<file path="src/rtl/pci_bus_pkg.sv">
// Shared PCI bus definitions: bus-master state encoding, data width and
// the per-word address step. Used by the requester and the central arbiter.
package pci_bus_pkg;

  localparam int DATA_W = 32;
  localparam logic [DATA_W-1:0] ADDR_INC = 32'd4;

  typedef enum logic [2:0] {
    ST_IDLE     = 3'd0,
    ST_REQ_WAIT = 3'd1,
    ST_ADDR     = 3'd2,
    ST_DATA     = 3'd3,
    ST_TURN     = 3'd4
  } bus_state_e;

  // Address of the following 32-bit word, wrapping modulo 2^32
  function automatic logic [DATA_W-1:0] next_word_addr(input logic [DATA_W-1:0] addr);
    return addr + ADDR_INC;
  endfunction

endpackage

</file>
<file path="src/rtl/pci_lat_timer.sv">
// Latency timer: loadable down-counter that sticks at zero and flags it.
module pci_lat_timer #(
  parameter int W = 5
) (
  input  logic         clk,
  input  logic         reset_n,
  input  logic         load,
  input  logic [W-1:0] load_val,
  input  logic         dec,
  output logic         zero
);

  logic [W-1:0] cnt_r;

  // Load wins over decrement; decrementing stops at zero
  always_ff @(posedge clk or negedge reset_n) begin
    if (!reset_n) begin
      cnt_r <= {W{1'b0}};
    end else if (load) begin
      cnt_r <= load_val;
    end else if (dec && (cnt_r != {W{1'b0}})) begin
      cnt_r <= cnt_r - W'(1);
    end else begin
      cnt_r <= cnt_r;
    end
  end

  assign zero = (cnt_r == {W{1'b0}});

endmodule

</file>
<file path="src/rtl/pci_master_req_ctrl.sv">
// PCI initiator bus-ownership controller: requests the bus for a local burst
// write, runs address/data phases, yields on latency-timer expiry and
// re-requests to finish preempted bursts.
module pci_master_req_ctrl
  import pci_bus_pkg::*;
#(
  parameter int LEN_W     = 8,
  parameter int LAT_TIMER = 16
) (
  input  logic              clk,
  input  logic              reset_n,
  input  logic              xfer_req,
  input  logic [31:0]       xfer_addr,
  input  logic [LEN_W-1:0]  xfer_len,
  output logic              xfer_busy,
  output logic              xfer_done,
  input  logic [31:0]       wr_data,
  output logic              wr_data_ack,
  output logic              REQ,
  input  logic              GNT,
  input  logic              FRAME_in,
  input  logic              IRDY_in,
  input  logic              TRDY,
  output logic              FRAME_out,
  output logic              IRDY_out,
  output logic              ctl_oe,
  output logic [31:0]       AD_out
);

  localparam int LAT_W = (LAT_TIMER < 2) ? 1 : $clog2(LAT_TIMER + 1);

  bus_state_e        state_r;
  bus_state_e        state_nxt_s;
  logic [DATA_W-1:0] cur_addr_r;
  logic [LEN_W-1:0]  rem_r;
  logic              req_r;
  logic              busy_r;
  logic              done_r;
  logic              last_s;
  logic              lat_zero_s;
  logic              lat_load_s;
  logic              lat_dec_s;

  // The timer is loaded as the address phase begins and runs through it, so
  // LAT_TIMER data phases are guaranteed before a withdrawn GNT ends the burst.
  assign lat_load_s = (state_r == ST_REQ_WAIT) && (state_nxt_s == ST_ADDR);
  assign lat_dec_s  = (state_r == ST_ADDR) || (state_r == ST_DATA);

  pci_lat_timer #(
    .W (LAT_W)
  ) u_lat_timer (
    .clk      (clk),
    .reset_n  (reset_n),
    .load     (lat_load_s),
    .load_val (LAT_W'(LAT_TIMER)),
    .dec      (lat_dec_s),
    .zero     (lat_zero_s)
  );

  // Final data phase: burst exhausted, or timer expired with grant withdrawn
  assign last_s = (rem_r == LEN_W'(1)) | (lat_zero_s & ~GNT);

  // State register
  always_ff @(posedge clk or negedge reset_n) begin
    if (!reset_n) begin
      state_r <= ST_IDLE;
    end else begin
      state_r <= state_nxt_s;
    end
  end

  // Next-state decode
  always_comb begin
    state_nxt_s = state_r;
    case (state_r)
      ST_IDLE: begin
        if (xfer_req && (xfer_len != {LEN_W{1'b0}})) begin
          state_nxt_s = ST_REQ_WAIT;
        end else begin
          state_nxt_s = ST_IDLE;
        end
      end
      ST_REQ_WAIT: begin
        if (GNT && !FRAME_in && !IRDY_in) begin
          state_nxt_s = ST_ADDR;
        end else begin
          state_nxt_s = ST_REQ_WAIT;
        end
      end
      ST_ADDR: begin
        state_nxt_s = ST_DATA;
      end
      ST_DATA: begin
        if (TRDY && last_s) begin
          state_nxt_s = ST_TURN;
        end else begin
          state_nxt_s = ST_DATA;
        end
      end
      ST_TURN: begin
        if (rem_r == {LEN_W{1'b0}}) begin
          state_nxt_s = ST_IDLE;
        end else begin
          state_nxt_s = ST_REQ_WAIT;
        end
      end
      default: begin
        state_nxt_s = ST_IDLE;
      end
    endcase
  end

  // Bus-side outputs decoded from the current state
  always_comb begin
    ctl_oe      = 1'b0;
    FRAME_out   = 1'b0;
    IRDY_out    = 1'b0;
    AD_out      = 32'd0;
    wr_data_ack = 1'b0;
    case (state_r)
      ST_ADDR: begin
        ctl_oe    = 1'b1;
        FRAME_out = 1'b1;
        AD_out    = cur_addr_r;
      end
      ST_DATA: begin
        ctl_oe      = 1'b1;
        IRDY_out    = 1'b1;
        FRAME_out   = ~last_s;
        AD_out      = wr_data;
        wr_data_ack = TRDY;
      end
      ST_TURN: begin
        ctl_oe = 1'b1;
      end
      default: begin
        ctl_oe = 1'b0;
      end
    endcase
  end

  // Command latch, word/address bookkeeping, REQ and completion handshake
  always_ff @(posedge clk or negedge reset_n) begin
    if (!reset_n) begin
      cur_addr_r <= 32'd0;
      rem_r      <= {LEN_W{1'b0}};
      req_r      <= 1'b0;
      busy_r     <= 1'b0;
      done_r     <= 1'b0;
    end else begin
      done_r <= 1'b0;
      case (state_r)
        ST_IDLE: begin
          if (xfer_req) begin
            if (xfer_len != {LEN_W{1'b0}}) begin
              cur_addr_r <= xfer_addr;
              rem_r      <= xfer_len;
              req_r      <= 1'b1;
              busy_r     <= 1'b1;
            end else begin
              done_r <= 1'b1;
            end
          end
        end
        ST_DATA: begin
          if (TRDY) begin
            rem_r      <= rem_r - LEN_W'(1);
            cur_addr_r <= next_word_addr(cur_addr_r);
            if (rem_r == LEN_W'(1)) begin
              req_r <= 1'b0;
            end
          end
        end
        ST_TURN: begin
          if (rem_r == {LEN_W{1'b0}}) begin
            busy_r <= 1'b0;
            done_r <= 1'b1;
          end
        end
        default: begin
        end
      endcase
    end
  end

  assign REQ       = req_r;
  assign xfer_busy = busy_r;
  assign xfer_done = done_r;

endmodule
</file>
<file path="config.mk">
export PLATFORM = sky130hd
export DESIGN_NAME = pci_master_req_ctrl
export DESIGN_NICKNAME = d
export VERILOG_FILES = /design/src/rtl/pci_bus_pkg.sv /design/src/rtl/pci_lat_timer.sv /design/src/rtl/pci_master_req_ctrl.sv
export SDC_FILE = /design/constraint.sdc
export NUM_CORES = 1
export LEC_CHECK = 0
export BUFFER_PORTS_ARGS = -buffer_cell sky130_fd_sc_hd__buf_2
export CAP_MARGIN = 30
export CORE_ASPECT_RATIO = 2
export CORE_UTILIZATION = 40
export DETAILED_ROUTE_END_ITERATION = 12
export GPL_TIMING_DRIVEN = 0
export MAX_ROUTING_LAYER = met4
export PLACE_DENSITY_LB_ADDON = 0.05
export SYNTH_ARGS = -nofsm -noshare
export SYNTH_HDL_FRONTEND = slang
export SYNTH_SLANG_ARGS = --single-unit
export TNS_END_PERCENT = 100
</file>
<file path="constraint.sdc">
create_clock -name clk -period 2.18 [get_ports clk]
set_input_delay 0.327 -clock clk [delete_from_list [all_inputs] [get_ports clk]]
set_output_delay 0.327 -clock clk [all_outputs]
set_load 0.005 [all_outputs]
</file>
### After elaboration in Yosys (flattened, before gate mapping)

Index checks and enable logic that the tools add are counted.

* output and inout port bits: 39
* register bits after elaboration: 51
* bits of input ports: 79

* $add $sub $neg: 3
* equal/unequal tests: 11
* bitwise operators: 4
* muxes and demuxes: 31
* reduce and logical (&&, ||, !) cells: 21

Operators with widths (count)
* 32-bit one-hot mux with 2 select lines: 2
* 32-bit two-way mux: 3
* 32-bit by 3-bit adder with 32-bit output (second input constant): 1
* 8-bit two-way mux: 3
* 8-bit one-hot mux with 2 select lines: 1
* 3-bit one-hot mux with 5 select lines: 1
* 1-bit two-way mux: 13
* 5-bit two-way mux: 2
* 3-bit by 2-bit == test with 1-bit output (second input constant): 3
* 8-bit by 1-bit == test with 1-bit output (second input constant): 1
* 8-bit logical NOT: 1
* 2-bit != test (second input constant): 4
* 1-bit one-hot mux with 2 select lines: 4
* 4-bit AND reduction: 2
* 8-bit nonzero test: 1
* 8-bit by 1-bit subtractor with 8-bit output (second input constant): 1
* 1-bit logical AND: 6
* 2-bit nonzero test: 3
* 5-bit logical NOT: 1
* 5-bit AND reduction: 1
* 5-bit nonzero test: 1
* 5-bit by 1-bit subtractor with 5-bit output (second input constant): 1
* 3-bit by 1-bit == test with 1-bit output (second input constant): 1
* 3-bit == test (second input constant): 1
* 10 further kinds: 12

### Logic depth before layout (Yosys ltp)

* depth after elaboration: 9
* depth in mapped cells: 8
* depth with buffers taken out: 7

### By module

From an unflattened synthesis, not the netlist that was laid out.

* cell total of the unflattened synthesis: 449
* area, all modules: 3621.0 µm²

By module, submodules not included
* pci_master_req_ctrl: seq. area each 1151.1 µm², cells an instance 417, area each 3316.9 µm², instances 1
* pci_lat_timer: seq. area each 125.1 µm², cells an instance 32, area each 304.0 µm², instances 1

### Least setup slack after synthesis

OpenSTA, ideal clock, no wires.

* kind: flip-flop to flip-flop
* start: register cur_addr_r[2]
* end: register cur_addr_r[26]
* path slack: 0.211 ns
* required time: 2.057 ns
* data arrival time: 1.846 ns
* period minus slack after synthesis: 1.969 ns
* cell stages (with the launch flop): 7
* path through: dfrtp_1 -> ha_1 -> nand2_1 -> nor4_4 -> nand2_2 -> or4_1 -> o221a_2

* word-level cells in the longest chain between the ends: 3

Ends and longest elaborated chain
* start, declared: line pci_master_req_ctrl.sv:34 `logic [DATA_W-1:0] cur_addr_r;`
* start signal, assigned: line pci_master_req_ctrl.sv:156 `cur_addr_r <= xfer_addr;`
* start signal, assigned: line pci_master_req_ctrl.sv:168 `cur_addr_r <= next_word_addr(cur_addr_r);`
* 32-bit by 3-bit adder with 32-bit output: line pci_bus_pkg.sv:18 `return addr + ADDR_INC;`
* 32-bit two-way mux: line pci_master_req_ctrl.sv:166 `if (TRDY) begin`
* 32-bit one-hot mux with 2 select lines: line pci_master_req_ctrl.sv:152 `case (state_r)`

Every way passes these cells. The select of a mux whose other input is x is not followed.
A chain may end at the register's enable or synchronous reset.

### Worst setup path after layout

* start: register u_lat_timer.cnt_r[1]
* end: output FRAME_out

* word-level cells in the longest chain between the ends: 5

Ends and longest elaborated chain
* start, declared: line pci_lat_timer.sv:13 `logic [W-1:0] cnt_r;`
* start signal, assigned: line pci_lat_timer.sv:18 `cnt_r <= {W{1'b0}};`
* start signal, assigned: line pci_lat_timer.sv:20 `cnt_r <= load_val;`
* start signal, assigned: line pci_lat_timer.sv:22 `cnt_r <= cnt_r - W'(1);`
* 5-bit logical NOT: line pci_lat_timer.sv:28 `assign zero = (cnt_r == {W{1'b0}});`
* 1-bit AND: line pci_master_req_ctrl.sv:61 `assign last_s = (rem_r == LEN_W'(1)) | (lat_zero_s & ~GNT);`
* 1-bit OR: line pci_master_req_ctrl.sv:61
* 1-bit inverter: line pci_master_req_ctrl.sv:129 `FRAME_out = ~last_s;`
* 1-bit one-hot mux with 2 select lines: line pci_master_req_ctrl.sv:120 `case (state_r)`
* end, declared: line pci_master_req_ctrl.sv:24 `output logic FRAME_out,`

Every way passes these cells.

==> flow_summary.json <==
{
  "clk_latency_ns": 0.30,
  "cp-end-kind": "primary output",
  "final_layout_size_suffix_gt1_frac": 0.321,
  "ys_top_cells_by_area": "dfrtp_1 (35%), mux2i_1 (9.3%), nor2_1 (6.5%), a21oi_1 (5.9%), o21ai_0 (4.1%)",
  "clockBufferDepth": 2,
  "core_sq_um": 8950,
  "swShare": 0.475,
  "synth_top_cell_area_share": 0.349,
  "io_buffers": 117,
  "cts-root-buf": "clkbuf_16",
  "final_nets": 662,
  "hpwl_mm": 10.2,
  "rsz0062_at_grt": "yes",
  "synthMuxAreaShare": 0.0993,
  "p_switching_mw": 3.27,
  "layout_setup_ws_ns": -0.00479,
  "worst-r2r-cell-count": 7,
  "drv_cap": 0,
  "netlist_area_sq_um": 3650,
  "die_w_um": 69.6,
  "yosysUniqueCellTypes": 60,
  "synth_warnings": 0,
  "avgSynthCellArea_sq_um": 8.27,
  "maxSlewViolCount": 0,
  "wl_per_cell_um": 19.8,
  "fmax_mhz": 458,
  "synth_top_family_by_area": "simple AND/OR/NAND/NOR gates",
  "powerDensity_nw_per_um2": 1460,
  "dieArea_sq_um": 9550,
  "whs_ns": 0.266,
  "io-pin-count": 118,
  "internal_power_mw": 3.62,
  "clock-sinks": 51,
  "rows": 49,
  "skew_ns": 0.00530,
  "r2r_start": "state_r[0]",
  "fin_cells": 679,
  "drcViolationCount": 0,
  "yosysSeqAreaShare": 0.349,
  "synth_edf_count": 0,
  "synth_compound_area_frac": 0.221,
  "dp_slack_ns": -0.213,
  "drtAntennaViolNets": 0,
  "tightest_slew_ns": 0.606,
  "grt_pass1_vias": 3927,
  "die_h_um": 137,
  "grt_pass1_wl_mm": 20.7,
  "synth_area_leader_cell": "dfrtp_1",
  "dp_cells": 663,
  "dpl_cell_area_sq_um": 4390,
  "hp-class": "in2reg",
  "path_class": "reg2out",
  "crit_path_start": "u_lat_timer.cnt_r[1]",
  "htree_levels": 2,
  "maxSlewHeadroom": 0.596,
  "start_kind": "flip-flop",
  "synth_xor_area_frac": 0.00959,
  "r2r_end": "cur_addr_r[26]",
  "critPathMaxFanout": 2,
  "initial_utilization": 0.408,
  "r2r_slack_ns": 0.06,
  "finalPower_mw": 6.89,
  "p_comb_frac": 0.588,
  "violations": "setup timing",
  "setup_violations": 1,
  "yosys.area_share.simple": 0.244,
  "synth_adder_area_share": 0.0205,
  "finalHoldViolCount": 0,
  "first_iter_violations": 237,
  "antenna_found_initial": 0,
  "gp_congestion": 0.903,
  "cp.required_ns": 1.85,
  "ys_ff_latch": 51,
  "seq_power_share": 0.281,
  "ir_drop_v": 0.000768,
  "status": "finished, violations left",
  "synthCells": 442,
  "synth_ff_type": "dfrtp_1",
  "overflow": 0,
  "async_reset_ff_frac": 1.00,
  "grt_max_degree": 38,
  "dr.pass1.iters": 5,
  "syn2layout_area_growth_pct": 28.7,
  "fin_crit_ns": 2.18,
  "drt-total-wl_mm": 13.4,
  "post-route-period-util": 1.00,
  "worstPathArrival_ns": 1.86,
  "num_vias": 3993,
  "clkPwrFrac": 0.131,
  "cts_tree": "yes",
  "via_per_inst": 5.88,
  "antenna_cells": 0,
  "cts_made_buffers": 5,
  "p_leak_nw": 2.27,
  "nFillCells": 877,
  "path_clk_slew_ns": 0.07,
  "grt.total_usage": 0.292,
  "design_area_sq_um": 4700,
  "syn_nets": 527,
  "crit_path_end": "FRAME_out"
}
==> cells in the mapped netlist, types with 5 or more instances <==
cell and instances:
nor2_1 63, o21ai_0 30, buf_2 11, and3_1 7
nand4_1 10, a31oi_1 7, clkbuf_1 14, o22ai_1 15
a2bb2oi_1 6, dfrtp_1 51, nor3_1 7, a21oi_1 43
mux2i_1 34, nand3_1 16, inv_1 9, ha_1 6
nand2_1 37, buf_1 5
==> cell usage in the layout (no fill, tap or decap), drive strengths merged, types with 3 or more instances in the layout <==
cell	instances
buf	147
nor2	63
dfrtp	51
a21oi	43
nand2	39
mux2i	34
o21ai	30
clkbuf	20
nand3	18
o22ai	15
nand4	11
inv	9
nor3	8
and3	7
a31oi	7
a2bb2oi	6
ha	6
and2	5
nor4	5
nand2b	4
xor2	3
and4	3
o2bb2a	3
o22a	3
a41o	3
a22oi	3
or4	3
o211ai	3
==> metrics by stage <==
stage / util / TNS (ns)
after floorplan: - / 0
after global placement: 0.488 / -4.40
after detailed placement: 0.491 / -4.70
after CTS: 0.521 / -0.000252
after global routing: 0.525 / -0.0585
final: 0.525 / -0.00479
==> metal layers <==
layer | up-vias | share of wire | GRT usage
li1 | 1886 | - | -
met1 | 1918 | 0.37 | 0.307
met2 | 154 | 0.55 | 0.536
met3 | 35 | 0.046 | 0.0351
met4 | 0 | 0.035 | 0.142
met5 | - | 0 | -
==> registers in the layout, summed over array words and instances (netlist names) <==
signal             cells
xfer_done              1
REQ                    1
xfer_busy              1
state_r                3
cur_addr_r            32
u_lat_timer.cnt_r      5
rem_r                  8
==> worst max-delay path, cell delays in order (launching register included) <==
cell	delay [ns]
dfrtp_1	0.40
inv_2	0.09
ha_4	0.13
or4b_4	0.46
o21a_1	0.20
o21a_1	0.16
buf_2	0.12
==> repair_timing <==
item                                    4_1_cts  5_1_grt
endpoints found under the setup margin       55       41
resized for setup                            20       18
pin swaps                                     3        1
hold endpoints to repair                     14        0
setup buffers                                 7        1
hold buffers                                  1        0
==> final cells by class <==
class                           count  area, sq um  share of cell area
Inverter                           10         38.8             0.00825
Buffer                             34          218              0.0463
Clock buffer                        6          129              0.0274
Sequential cell                    51         1280               0.271
Clock inverter                      1         30.0             0.00638
Timing Repair Buffer              128          681               0.145
Tap cell                          102          128              0.0271
Multi-Input combinational cell    347         2200               0.468
==> logic make-up after synthesis <==
family | after synthesis
compound gates | 128
xor+xnor | 4
fa+ha+maj | 6
buf+inv | 44
flops | 51
mux | 36
simple gates | 173
==> power groups by stage <==
stage / combinational (mW) / clock [mW] / sequential, mW
after floorplan: 2.60 / 0 / 1.74
after global placement: 3.73 / 0 / 1.92
after detailed placement: 3.81 / 0 / 1.93
after CTS: 3.98 / 0.918 / 1.91
after global routing: 4.45 / 0.949 / 1.98
final: 4.05 / 0.901 / 1.94
==> how the worst min path moves through the flow <==
stage | start | end | slack (ns) | depth (start not counted)
CTS | xfer_addr[1] | cur_addr_r[1] | 0.26 | 2
detailed placement | reset_n | cur_addr_r[0] | 0.29 | 1
global route | xfer_addr[1] | cur_addr_r[1] | 0.27 | 2
floorplan | reset_n | REQ | 0.03 | 0
global placement | xfer_busy | xfer_busy | 0.49 | 2
finish | xfer_addr[0] | cur_addr_r[0] | 0.27 | 2
(Power assumes the default switching activity.)
